==> config.mk <==
export PLATFORM = sky130hd
export DESIGN_NAME = clocked_tdm_mux_flat
export DESIGN_NICKNAME = d
export VERILOG_FILES = /design/src/rtl/clocked_tdm_mux_pkg.sv /design/src/rtl/clocked_tdm_mux_if.sv /design/src/rtl/tdm_frame_buf.sv /design/src/rtl/clocked_tdm_mux.sv /design/src/flat_wrapper.sv
export SDC_FILE = /design/constraint.sdc
export NUM_CORES = 1
export LEC_CHECK = 0
export BUFFER_PORTS_ARGS = -buffer_cell sky130_fd_sc_hd__clkbuf_2
export CORE_ASPECT_RATIO = 0.7
export CORE_MARGIN = 2
export CORE_UTILIZATION = 50
export CTS_BUF_LIST = sky130_fd_sc_hd__clkbuf_4
export CTS_CLUSTER_DIAMETER = 50
export DETAILED_ROUTE_END_ITERATION = 10
export GPL_TIMING_DRIVEN = 1
export PLACE_DENSITY = 0.74
export SLEW_MARGIN = 20
export SYNTH_ARGS = -nofsm -noshare
export SYNTH_HDL_FRONTEND = slang
export SYNTH_SLANG_ARGS = --single-unit
==> constraint.sdc <==
create_clock -name fast_clock -period 4.5 [get_ports fast_clock]
set_input_delay 0.225 -clock fast_clock [delete_from_list [all_inputs] [get_ports fast_clock]]
set_output_delay 0.225 -clock fast_clock [all_outputs]
set_load 0.005 [all_outputs]
==> src/rtl/clocked_tdm_mux_pkg.sv <==
// Shared types and helpers for the clocked TDM multiplexer.
// Holds the FSM state encoding, the channel-index width function and default sizes.
package clocked_tdm_mux_pkg;

   typedef enum logic [1:0] {
      IDLE     = 2'd0,
      EMIT     = 2'd1,
      WAIT_REF = 2'd2
   } state_t;

   localparam int WORD_W  = 30;
   localparam int NCH_DEF = 2;
   localparam int FRAME_W = WORD_W * NCH_DEF;

   function automatic int cw_f(input int nch);
      return (nch > 1) ? $clog2(nch) : 1;
   endfunction

endpackage

==> src/rtl/clocked_tdm_mux_if.sv <==
// Frame-in / beat-out handshake bundle of the TDM multiplexer.
// master drives in_data/in_valid/out_ready; slave (the mux) drives the rest.
interface clocked_tdm_mux_if
   import clocked_tdm_mux_pkg::*;
#(
   parameter int WIDTH = WORD_W,
   parameter int NCH   = NCH_DEF
);
   localparam int CW = cw_f(NCH);

   logic [NCH*WIDTH-1:0] in_data;
   logic                 in_valid;
   logic                 in_ready;
   logic [WIDTH-1:0]     out_data;
   logic [CW-1:0]        out_chan;
   logic                 out_last;
   logic                 out_valid;
   logic                 out_ready;

   modport master (
      output in_data, in_valid, out_ready,
      input  in_ready, out_data, out_chan, out_last, out_valid
   );

   modport slave (
      input  in_data, in_valid, out_ready,
      output in_ready, out_data, out_chan, out_last, out_valid
   );

endinterface

==> src/rtl/tdm_frame_buf.sv <==
// One frame register with a full flag; load wins over clear.
// Ports: clk, reset_n (sync, active-low), load, clear, d -> q, full.
module tdm_frame_buf #(
   parameter int FRAME_W = 60
) (
   input  logic               clk,
   input  logic               reset_n,
   input  logic               load,
   input  logic               clear,
   input  logic [FRAME_W-1:0] d,
   output logic [FRAME_W-1:0] q,
   output logic               full
);

   always_ff @(posedge clk) begin
      if (!reset_n) begin
         q    <= '0;
         full <= 1'b0;
      end else if (load) begin
         q    <= d;
         full <= 1'b1;
      end else if (clear) begin
         full <= 1'b0;
      end
   end

endmodule

==> src/rtl/clocked_tdm_mux.sv <==
// N-channel TDM mux: accepts NCH-word frames, emits one word per beat, ch 0 first.
// Ports: fast_clock, reset_n (sync, active-low), slow_ref, bus (slave modport).
// Macro CLOCKED_TDM_MUX_ALIGN_EN: each frame waits for a slow_ref rise before emitting.
module clocked_tdm_mux
   import clocked_tdm_mux_pkg::*;
#(
   parameter int WIDTH = WORD_W,
   parameter int NCH   = NCH_DEF
) (
   input  logic             fast_clock,
   input  logic             reset_n,
   input  logic             slow_ref,
   clocked_tdm_mux_if.slave bus
);

   localparam int CW = cw_f(NCH);
   localparam int FW = NCH * WIDTH;
   localparam logic [CW-1:0] LAST = CW'(NCH - 1);

   logic [FW-1:0]    sh_data;
   logic [FW-1:0]    act_data;
   logic             sh_full;
   logic             act_full;
   logic             sh_load;
   logic             accept;
   logic             last_acc;
   logic             promote;
   logic             drain;
   state_t           state_q;
   state_t           state_d;
   state_t           go_state;
   logic [CW-1:0]    idx_q;
   logic [CW-1:0]    idx_d;
   logic [WIDTH-1:0] data_q;
   logic [WIDTH-1:0] data_d;
   logic             last_q;
   logic             last_d;
   logic             valid_q;

`ifdef CLOCKED_TDM_MUX_ALIGN_EN
   logic ref_q1;
   logic ref_q2;
   logic rise;

   always_ff @(posedge fast_clock) begin
      if (!reset_n) begin
         ref_q1 <= 1'b0;
         ref_q2 <= 1'b0;
      end else begin
         ref_q1 <= slow_ref;
         ref_q2 <= ref_q1;
      end
   end

   assign rise     = ref_q1 & ~ref_q2;
   assign go_state = WAIT_REF;
`else
   logic unused_ref;

   assign unused_ref = slow_ref;
   assign go_state   = EMIT;
`endif

   tdm_frame_buf #(.FRAME_W(FW)) u_shadow (
      .clk     (fast_clock),
      .reset_n (reset_n),
      .load    (sh_load),
      .clear   (promote),
      .d       (bus.in_data),
      .q       (sh_data),
      .full    (sh_full)
   );

   tdm_frame_buf #(.FRAME_W(FW)) u_active (
      .clk     (fast_clock),
      .reset_n (reset_n),
      .load    (promote),
      .clear   (drain),
      .d       (sh_data),
      .q       (act_data),
      .full    (act_full)
   );

   always_comb begin
      sh_load  = bus.in_valid & ~sh_full;
      accept   = valid_q & bus.out_ready;
      last_acc = accept & (idx_q == LAST);
      // active is free either when empty or when its final beat leaves now
      promote  = sh_full & (~act_full | last_acc);
      drain    = last_acc & ~promote;

      state_d = state_q;
      unique case (state_q)
         IDLE: begin
            if (promote) state_d = go_state;
         end
         EMIT: begin
            if (promote)       state_d = go_state;
            else if (last_acc) state_d = IDLE;
         end
`ifdef CLOCKED_TDM_MUX_ALIGN_EN
         WAIT_REF: begin
            if (rise) state_d = EMIT;
         end
`endif
         default: state_d = IDLE;
      endcase

      idx_d  = idx_q;
      data_d = data_q;
      last_d = last_q;
      if (promote) begin
         idx_d  = '0;
         data_d = sh_data[WIDTH-1:0];
         last_d = (NCH == 1);
      end else if (accept && !last_acc) begin
         // idx holds at NCH-1 on drain; only promote wraps it
         idx_d  = idx_q + CW'(1);
         data_d = act_data[int'(idx_d)*WIDTH +: WIDTH];
         last_d = (idx_d == LAST);
      end
   end

   always_ff @(posedge fast_clock) begin
      if (!reset_n) begin
         state_q <= IDLE;
         idx_q   <= '0;
         data_q  <= '0;
         last_q  <= 1'b0;
         valid_q <= 1'b0;
      end else begin
         state_q <= state_d;
         idx_q   <= idx_d;
         data_q  <= data_d;
         last_q  <= last_d;
         valid_q <= (state_d == EMIT);
      end
   end

   assign bus.in_ready  = ~sh_full;
   assign bus.out_data  = data_q;
   assign bus.out_chan  = idx_q;
   assign bus.out_last  = last_q;
   assign bus.out_valid = valid_q;

endmodule
==> src/flat_wrapper.sv <==
// flat-port wrapper written by rule: the top's interface ports become plain ports
module clocked_tdm_mux_flat import clocked_tdm_mux_pkg::*;
#(
   parameter int WIDTH = WORD_W,
   parameter int NCH   = NCH_DEF
)
  (fast_clock, reset_n, slow_ref, bus_in_data, bus_in_valid, bus_out_ready, bus_in_ready, bus_out_data, bus_out_chan, bus_out_last, bus_out_valid);
  clocked_tdm_mux_if #(.WIDTH(WIDTH), .NCH(NCH)) bus_i ();
  input  logic fast_clock;
  input  logic reset_n;
  input  logic slow_ref;
  input wire logic [$bits(bus_i.in_data)-1:0] bus_in_data;
  input wire logic [$bits(bus_i.in_valid)-1:0] bus_in_valid;
  input wire logic [$bits(bus_i.out_ready)-1:0] bus_out_ready;
  output wire logic [$bits(bus_i.in_ready)-1:0] bus_in_ready;
  output wire logic [$bits(bus_i.out_data)-1:0] bus_out_data;
  output wire logic [$bits(bus_i.out_chan)-1:0] bus_out_chan;
  output wire logic [$bits(bus_i.out_last)-1:0] bus_out_last;
  output wire logic [$bits(bus_i.out_valid)-1:0] bus_out_valid;
  assign bus_i.in_data = bus_in_data;
  assign bus_i.in_valid = bus_in_valid;
  assign bus_i.out_ready = bus_out_ready;
  assign bus_in_ready = bus_i.in_ready;
  assign bus_out_data = bus_i.out_data;
  assign bus_out_chan = bus_i.out_chan;
  assign bus_out_last = bus_i.out_last;
  assign bus_out_valid = bus_i.out_valid;
  clocked_tdm_mux #(.WIDTH(WIDTH), .NCH(NCH)) u_core (.fast_clock(fast_clock), .reset_n(reset_n), .slow_ref(slow_ref), .bus(bus_i));
endmodule
### Word level (Yosys, flattened, before mapping)

Index checks and enable logic that the tools add are counted.

* logic and storage cells: 40
* bits of input ports: 65
* bits in writable memories: 0
* bits in latches: 0
* ROM bits: 0
* bits in registers: 156
* memories kept: 0

* eq/ne operators: 2
* bitwise logic cells: 10
* $add $sub $neg: 1
* divide/modulo/power cells: 0
* multipliers: 1
* reductions and logical operators: 7
* order comparisons: 0
* shifts and indexed selects: 1
* muxes and demuxes: 10

Operators with widths (count)
* two-way mux 30 bit: 2
* indexed part select 60 x 32 -> 30 bit: 1
* two-way mux 2 bit: 3
* nonzero test 2 bit: 3
* AND 1 bit: 5
* multiplier 1 x 4 -> 5 bit, second input constant: 1
* == test 2 x 1 -> 1 bit, second input constant: 2
* two-way mux 1 bit: 4
* NOT 1 bit: 4
* case mux 2 bit (2 select lines): 1
* zero test 2 bit: 1
* OR reduction 2 bit: 1
* adder 1 bit, second input constant: 1
* logical AND 1 bit: 1
* zero test 1 bit: 1
* bitwise OR 1 bit: 1

### Logic depth before layout (Yosys ltp)

Gate-level depths: netlist of the first run.

* depth in word-level cells: 8
* mapped depth: 7

### By module

From an unflattened synthesis of the first run, not the netlist that was laid out.

* cells, all modules: 634
* area, all modules: 7196.9 um^2

Modules (own cells, without submodules)
* tdm_frame_buf: seq. area each 1221.2 um^2, cells each 196, instances 2, area each 2334.7 um^2
* clocked_tdm_mux: seq. area each 680.7 um^2, cells each 242, instances 1, area each 2527.4 um^2

### Worst setup path after synthesis of the first run

No wires, ideal clock.

* path type: flip-flop to flip-flop
* start point: register u_core.valid_q (netlist: u_core.bus.out_valid)
* end point: register u_core.data_q[27] (netlist: u_core.bus.out_data[27])
* period minus slack after synthesis: 1470 ps
* slack: 3030 ps
* setup time: 137 ps
* stages on the path, launching flop included: 7
* arrival time: 1334 ps
* path through: dfxtp_1 clkbuf_2 and4_1 buf_2 buf_4 nor4_1 a2111oi_2

* cells in the longest elaborated chain, start to end: 5
* elaborated cells between the ends (all ways): 8
* classes of those cells: mux (1); bitwise (4); reduce/logical (3)

RTL lines
* start, declared: RTL line clocked_tdm_mux.sv:38 `logic valid_q;`
* start signal, assigned: RTL line clocked_tdm_mux.sv:136 `valid_q <= (state_d == EMIT);`
* AND 1 bit (*): RTL line clocked_tdm_mux.sv:86 `accept = valid_q & bus.out_ready;`
* AND 1 bit: RTL line clocked_tdm_mux.sv:87 `last_acc = accept & (idx_q == LAST);`
* bitwise OR 1 bit or zero test 1 bit (tied branches): RTL line clocked_tdm_mux.sv:89, clocked_tdm_mux.sv:116
* AND 1 bit or logical AND 1 bit (tied branches): RTL line clocked_tdm_mux.sv:89, clocked_tdm_mux.sv:116
* two-way mux 30 bit or nonzero test 2 bit (tied branches)
* end signal, assigned: RTL line clocked_tdm_mux.sv:134 `data_q <= data_d;`
* end, declared: RTL line clocked_tdm_mux.sv:34 `logic [WIDTH-1:0] data_q;`

Mark *: on every way between the ends. The rest lies on a longest branch, timed or not.
A chain may end at the register's enable or synchronous reset.

### Final worst setup path of the first run

* start point: register u_core.u_shadow.full
* end point: register u_core.data_q[4] (netlist: u_core.bus.out_data[4])

* cells in the longest elaborated chain, start to end: 2
* elaborated cells between the ends (all ways): 3
* classes of those cells: mux (1); bitwise (1); reduce/logical (1)

RTL lines
* start, declared: RTL line tdm_frame_buf.sv:12 `output logic full`
* start signal, assigned: RTL line tdm_frame_buf.sv:18 `full <= 1'b0;`
* start signal, assigned: RTL line tdm_frame_buf.sv:21 `full <= 1'b1;`
* start signal, assigned: RTL line tdm_frame_buf.sv:23 `full <= 1'b0;`
* AND 1 bit (*): RTL line clocked_tdm_mux.sv:89 `promote = sh_full & (~act_full | last_acc);`
* two-way mux 30 bit or nonzero test 2 bit (tied branches)

Marks and branches as above.

==> qor.txt, run 1 <==
syn_nets = 828
Power, Total = 2.89 mW
Final Cell Area = 7940 sq um
CTS tree = built
# H-tree levels = 4
share of the yosys chip area belonging to registers = 0.470
top_reg_cell synth = dfxtp_1
die footprint = 14000 sq um
area growth from synthesis to layout = 21.6%
First-pass DRT Iterations = 5
Routed WL per cell = 17.6 um
Tcrit/Tclk final = 0.606
Hold Path Class = input pin to flip-flop
Final Worst Setup Slack = 1770 ps
Final Hold Fails = 0
die height = 99.6 um
worst vdd ir = 181 uV
# nets final = 925
ant diodes = 0
total track usage = 0.260
CP Data Required Time = 4860 ps
Starting DRT DRC Count = 536
Port Buffers = 97
Yosys reg bits = 153
DIE WIDTH = 141 um
Mapped Cells = 763
clk_lat worst skew = 530 ps
Mapped Area = 6520 sq um
hpwl dp = 10.6 mm
Area contributors post-synth = dfxtp_1, a21oi_1, nand2_1, o41ai_2, mux2_2
GPL Wtd Cong = 0.811
routed via count = 6194
first-pass GRT wire length = 29.4 mm
clock skew = 19.6 ps
crit-path max FO = 30
remaining antenna violation count = 0
io pins = 99
Max Slew Vio Count = 0
Starting Density = 0.518
Avg Inst Size Synth = 8.55 sq um
Max-Cap Viols = 0
ys async rst share = 0
YS warnings = 0
post-synth top area share = 0.470
pwr/cell area = 364 nW/um^2
commonest non-fill, non-tap cells in the layout = dfxtp_1, a21oi_1, nand2_1
total gr overflow = 0
antenna violations before repair = 0
critical path, cell by cell = inv_1 -> o21a_2 -> o41ai_2
# fillers = 1071
status = completed
Vias/cell = 5.98
Critical-path top delay cell = o21a_2
Lkg Pwr = 3.06 nW
pin count of the biggest net entering global routing = 100
slew margin rel. = 0.237
Root Buffer = clkbuf_4
max incr delay on CP = 1010 ps
dominant cell type by area after synthesis = dfxtp_1
setup_tns = 0 ps
area of the core = 12600 sq um
Post-synth EDFFs = 0
CP delay by family, top = compound AO/OA/AOI/OAI gates
WP buf/inv = 1
RSZ-0062 raised after global routing = false
Sink Count = 153
min cycle time layout = 2730 ps
pre-CTS WS = 1950 ps
share of post-route cells with drive strength above 1 = 0.231
Setup CP Type = flip-flop to flip-flop
crit path capture type = flip-flop
final WL = 18.3 mm
startpoint types = flip-flop
CTS buffer count = 17
hold slack final = 88.5 ps
endpoints failing setup = 0
Synth cell types = 28
placed cell area = 6950 sq um
Max Root-Sink Buffers = 2
most common cell after layout, fill and taps aside = dfxtp_1
Fmax = 367 MHz
Slew @ Worst Pin = 1140 ps
CP Data Arrival Time = 3090 ps
placement row count = 34
vias in the first global route = 5983
clock slew at reported path FFs = 120 ps
# DRC = 0
## final cells by class
type / count / area [sq um] / share of cell area
Clock buffer: 20 / 150 / 0.0189
Multi-Input combinational cell: 516 / 3100 / 0.391
Tap cell: 162 / 203 / 0.0255
Clock inverter: 12 / 221 / 0.0279
Timing Repair Buffer: 167 / 1180 / 0.148
Inverter: 5 / 21.3 / 0.00268
Sequential cell: 153 / 3060 / 0.386
## where the power goes
| group | leakage, nW | internal [mW] | total (mW) | switching (mW) |
|---|---|---|---|---|
| clock network | 0.193 | 0.572 | 1.06 | 0.485 |
| registers | 1.25 | 1.42 | 1.46 | 0.0437 |
| logic | 1.62 | 0.144 | 0.373 | 0.229 |
## state kept, by name, summed over array words and instances (netlist names)
name	count
u_core.bus.out_chan	1
u_core.bus.out_data	30
u_core.bus.out_valid	1
u_core.state_q	2
u_core.u_active.full	1
u_core.u_active.q	57
u_core.u_shadow.full	1
u_core.u_shadow.q	60
## cells in the mapped netlist, drive strengths merged, types with 2 or more instances
master     n
nor2b      2
clkbuf    57
a2111oi    3
nand3     59
nand2    120
buf       32
nor4       3
dfxtp    153
mux2      27
o41ai     27
nand2b     2
inv        5
o21ai     57
nor2       4
a21oi    149
nor3      29
o2111ai   27
## per-layer routing
layer,vias up,routed length (um),track usage
met5,-,0,0
met4,0,207,0.0677
met3,22,1300,0.0616
met2,247,8540,0.428
met1,2987,8210,0.349
li1,2938,-,-
## worst min-delay path, cell delays in order
cell      delay (ps)
clkbuf_2         160
a21oi_1          150
nor2_1            50
## stage by stage
step / instances / util
floorplan: 763 / -
global placement: 942 / 0.552
detailed placement: 942 / 0.552
CTS: 1035 / 0.630
global route: 1035 / 0.630
finish: 1035 / 0.630
## kinds of logic (layout without fill, tap and decap cells)
kind of cell / after synthesis / in the layout / share of synthesized area
other: 1 / 1 / 0.000575
DFF: 153 / 153 / 0.470
AOI/OAI and AO/OA: 266 / 266 / 0.273
and+or+nand+nor: 222 / 222 / 0.150
muxes: 27 / 27 / 0.0466
buffers and inverters: 94 / 204 / 0.0608
## worst paths after layout
kind                                                         from                                   to  slack (ps)  depth (start not counted)
worst max-delay path            u_core.u_shadow.full$_SDFFE_PN0P_  u_core.bus.out_data[4]$_SDFFE_PN0P_        1770                          3
worst min-delay path                                bus_out_ready     u_core.bus.out_chan$_SDFFE_PP0P_          90                          3
worst min register to register       u_core.state_q[1]$_SDFF_PN0_      u_core.bus.out_valid$_SDFF_PN0_         430                          1
worst max register to register  u_core.u_shadow.full$_SDFFE_PN0P_  u_core.bus.out_data[4]$_SDFFE_PN0P_        1770                          3
## timing repair
action / 4_1_cts / 5_1_grt
setup buffers: 0 / 0
resized for setup: 0 / 0
hold buffers: 61 / 0
hold endpoints to repair: 61 / 0
(Power assumes the default switching activity.)
==> run 2: changes to the inputs <==
==> constraint.sdc (replaced) <==
create_clock -name fast_clock -period 2.8 [get_ports fast_clock]
set_input_delay 0.14 -clock fast_clock [delete_from_list [all_inputs] [get_ports fast_clock]]
set_output_delay 0.14 -clock fast_clock [all_outputs]
set_load 0.005 [all_outputs]
==> run 2 against run 1 <==
  * Utilization increased by 0.54 points
  * Global-route usage increased by 0.21 points
  * Register-to-register slack got worse by 1000 ps
  * Wire length fell by 0.13%
  * Critical path depth did not move
  * Power increased by 54%
  * Critical endpoint is now u_core.bus.out_data[1]$_SDFFE_PN0P_
  * Largest power group unchanged
  * Highest routed layer unchanged
==> qor.txt, run 2 (synthesis gave the netlist of run 1 again) <==
remaining antenna violation count = 0 (unchanged)
share of post-route cells with drive strength above 1 = 0.243 (+0.0116)
slew margin rel. = 0.299 (+0.0619)
most common cell after layout, fill and taps aside = dfxtp_1
# DRC = 0 (unchanged)
Power, Total = 4.45 mW (+54%)
endpoints failing setup = 0 (unchanged)
max incr delay on CP = 850 ps (-160 ps)
Max-Cap Viols = 0 (unchanged)
total track usage = 0.263 (+0.00210)
crit path capture type = flip-flop
CP Data Arrival Time = 2450 ps (-640 ps)
die footprint = 14000 sq um (unchanged)
Routed WL per cell = 17.4 um (-1.3%)
startpoint types = flip-flop
# fillers = 1041 (-2.8%)
crit-path max FO = 30 (unchanged)
First-pass DRT Iterations = 6 (+1)
largest register by flop count = u_core.u_shadow.q
Port Buffers = 97 (unchanged)
Hold Path Class = input pin to flip-flop
io pins = 99 (unchanged)
critical path, cell by cell = nand3b_1 -> o21a_2 -> o41ai_2
setup_tns = 0 ps (unchanged)
total gr overflow = 0 (unchanged)
routed via count = 6207 (+0.21%)
Final Hold Fails = 0 (unchanged)
antenna violations before repair = 0 (unchanged)
Vias/cell = 5.93 (-0.94%)
placement row count = 34 (unchanged)
die height = 99.6 um (unchanged)
ant diodes = 0 (unchanged)
Max Slew Vio Count = 0 (unchanged)
area of the core = 12600 sq um (unchanged)
status = completed
Tcrit/Tclk final = 0.728 (+0.123)
final WL = 18.2 mm (-0.13%)
final core utilization = 0.636 (+0.00537)
commonest non-fill, non-tap cells in the layout = dfxtp_1, a21oi_1, nand2_1
CP Data Required Time = 3210 ps (-1650 ps)
first-pass GRT wire length = 29.4 mm (about the same)
clock slew at reported path FFs = 130 ps (about the same)
Slew @ Worst Pin = 1050 ps (-91.5 ps)
Root Buffer = clkbuf_4
hpwl dp = 11.0 mm (+3.4%)
Fmax = 490 MHz (+34%)
pin count of the biggest net entering global routing = 68 (-32%)
# nets final = 937 (+1.3%)
RSZ-0062 raised after global routing = false
setup bufs post-CTS = 0 (unchanged)
max reg flops = 60 (unchanged)
vias in the first global route = 5814 (-2.8%)
Max Root-Sink Buffers = 2 (unchanged)
worst vdd ir = 291 uV (+60%)
CTS buffer count = 17 (unchanged)
Starting DRT DRC Count = 494 (-7.8%)
area growth from synthesis to layout = 22.7%
Starting Density = 0.518 (unchanged)
CTS tree = built
clk_lat worst skew = 570 ps (+40 ps)
pwr/cell area = 556 nW/um^2 (+53%)
min cycle time layout = 2040 ps (-687 ps)
Setup CP Type = flip-flop to flip-flop
# H-tree levels = 4 (unchanged)
clock skew = 28.9 ps (+9.35 ps)
GPL Wtd Cong = 0.772 (-4.8%)
Sink Count = 153 (unchanged)
Post-CTS Hold Buffers = 62 (+1.6%)
Lkg Pwr = 3.09 nW (+0.91%)
Critical-path top delay cell = o21a_2
post-cts resize count = 0 (unchanged)
DIE WIDTH = 141 um (unchanged)
==> run 2: critical path, delay by kind of cell (launching register included) <==
kind	cells	cell delay, ps
AO/OA/AOI/OAI	2	1040
flip-flops	1	660
AND/OR/NAND/NOR	1	190
==> run 2: final timing paths <==
| check | startpoint | end | slack (ps) | depth (start not counted) |
|---|---|---|---|---|
| worst max-delay path | u_core.bus.out_chan$_SDFFE_PP0P_ | u_core.bus.out_data[1]$_SDFFE_PN0P_ | 760 | 3 |
| worst min-delay path | reset_n | u_core.u_active.q[45]$_SDFFE_PN0P_ | 30 | 3 |
| worst max register to register | u_core.bus.out_chan$_SDFFE_PP0P_ | u_core.bus.out_data[1]$_SDFFE_PN0P_ | 760 | 3 |
| worst min register to register | u_core.state_q[1]$_SDFF_PN0_ | u_core.bus.out_valid$_SDFF_PN0_ | 450 | 1 |
==> run 2: per-stage QoR <==
step | instances | hold WS, ps | setup WS (ps) | area, sq um
global placement | 953 | 365 | 839 | 7070
global route | 1047 | 14.1 | 614 | 8000
detailed placement | 953 | 369 | 777 | 7070
finish | 1047 | 30.0 | 761 | 8000
CTS | 1047 | 5.44 | 755 | 8000
floorplan | 763 | 256 | 1330 | 6520
==> run 2: layer usage <==
metal  part of all wire  vias up  wire length [um]  track usage
met3              0.071       28              1290       0.0539
met4              0.016        0               296       0.0892
met5                  0        -                 0            0
met2               0.46      235              8330        0.413
met1               0.46     2985              8320        0.364
li1                   -     2959                 -            -
==> run 2: power by group <==
group / total (mW) / internal (mW) / switching (mW)
registers: 2.35 / 2.28 / 0.0709
logic: 0.616 / 0.245 / 0.371
clock network: 1.49 / 0.647 / 0.839
==> run 2: cell type report <==
type	count	area, sq um	share of cell area
Clock buffer	19	143	0.0178
Timing Repair Buffer	179	1310	0.163
Inverter	5	21.3	0.00266
Tap cell	162	203	0.0253
Clock inverter	13	171	0.0214
Sequential cell	153	3060	0.383
Multi-Input combinational cell	516	3100	0.387
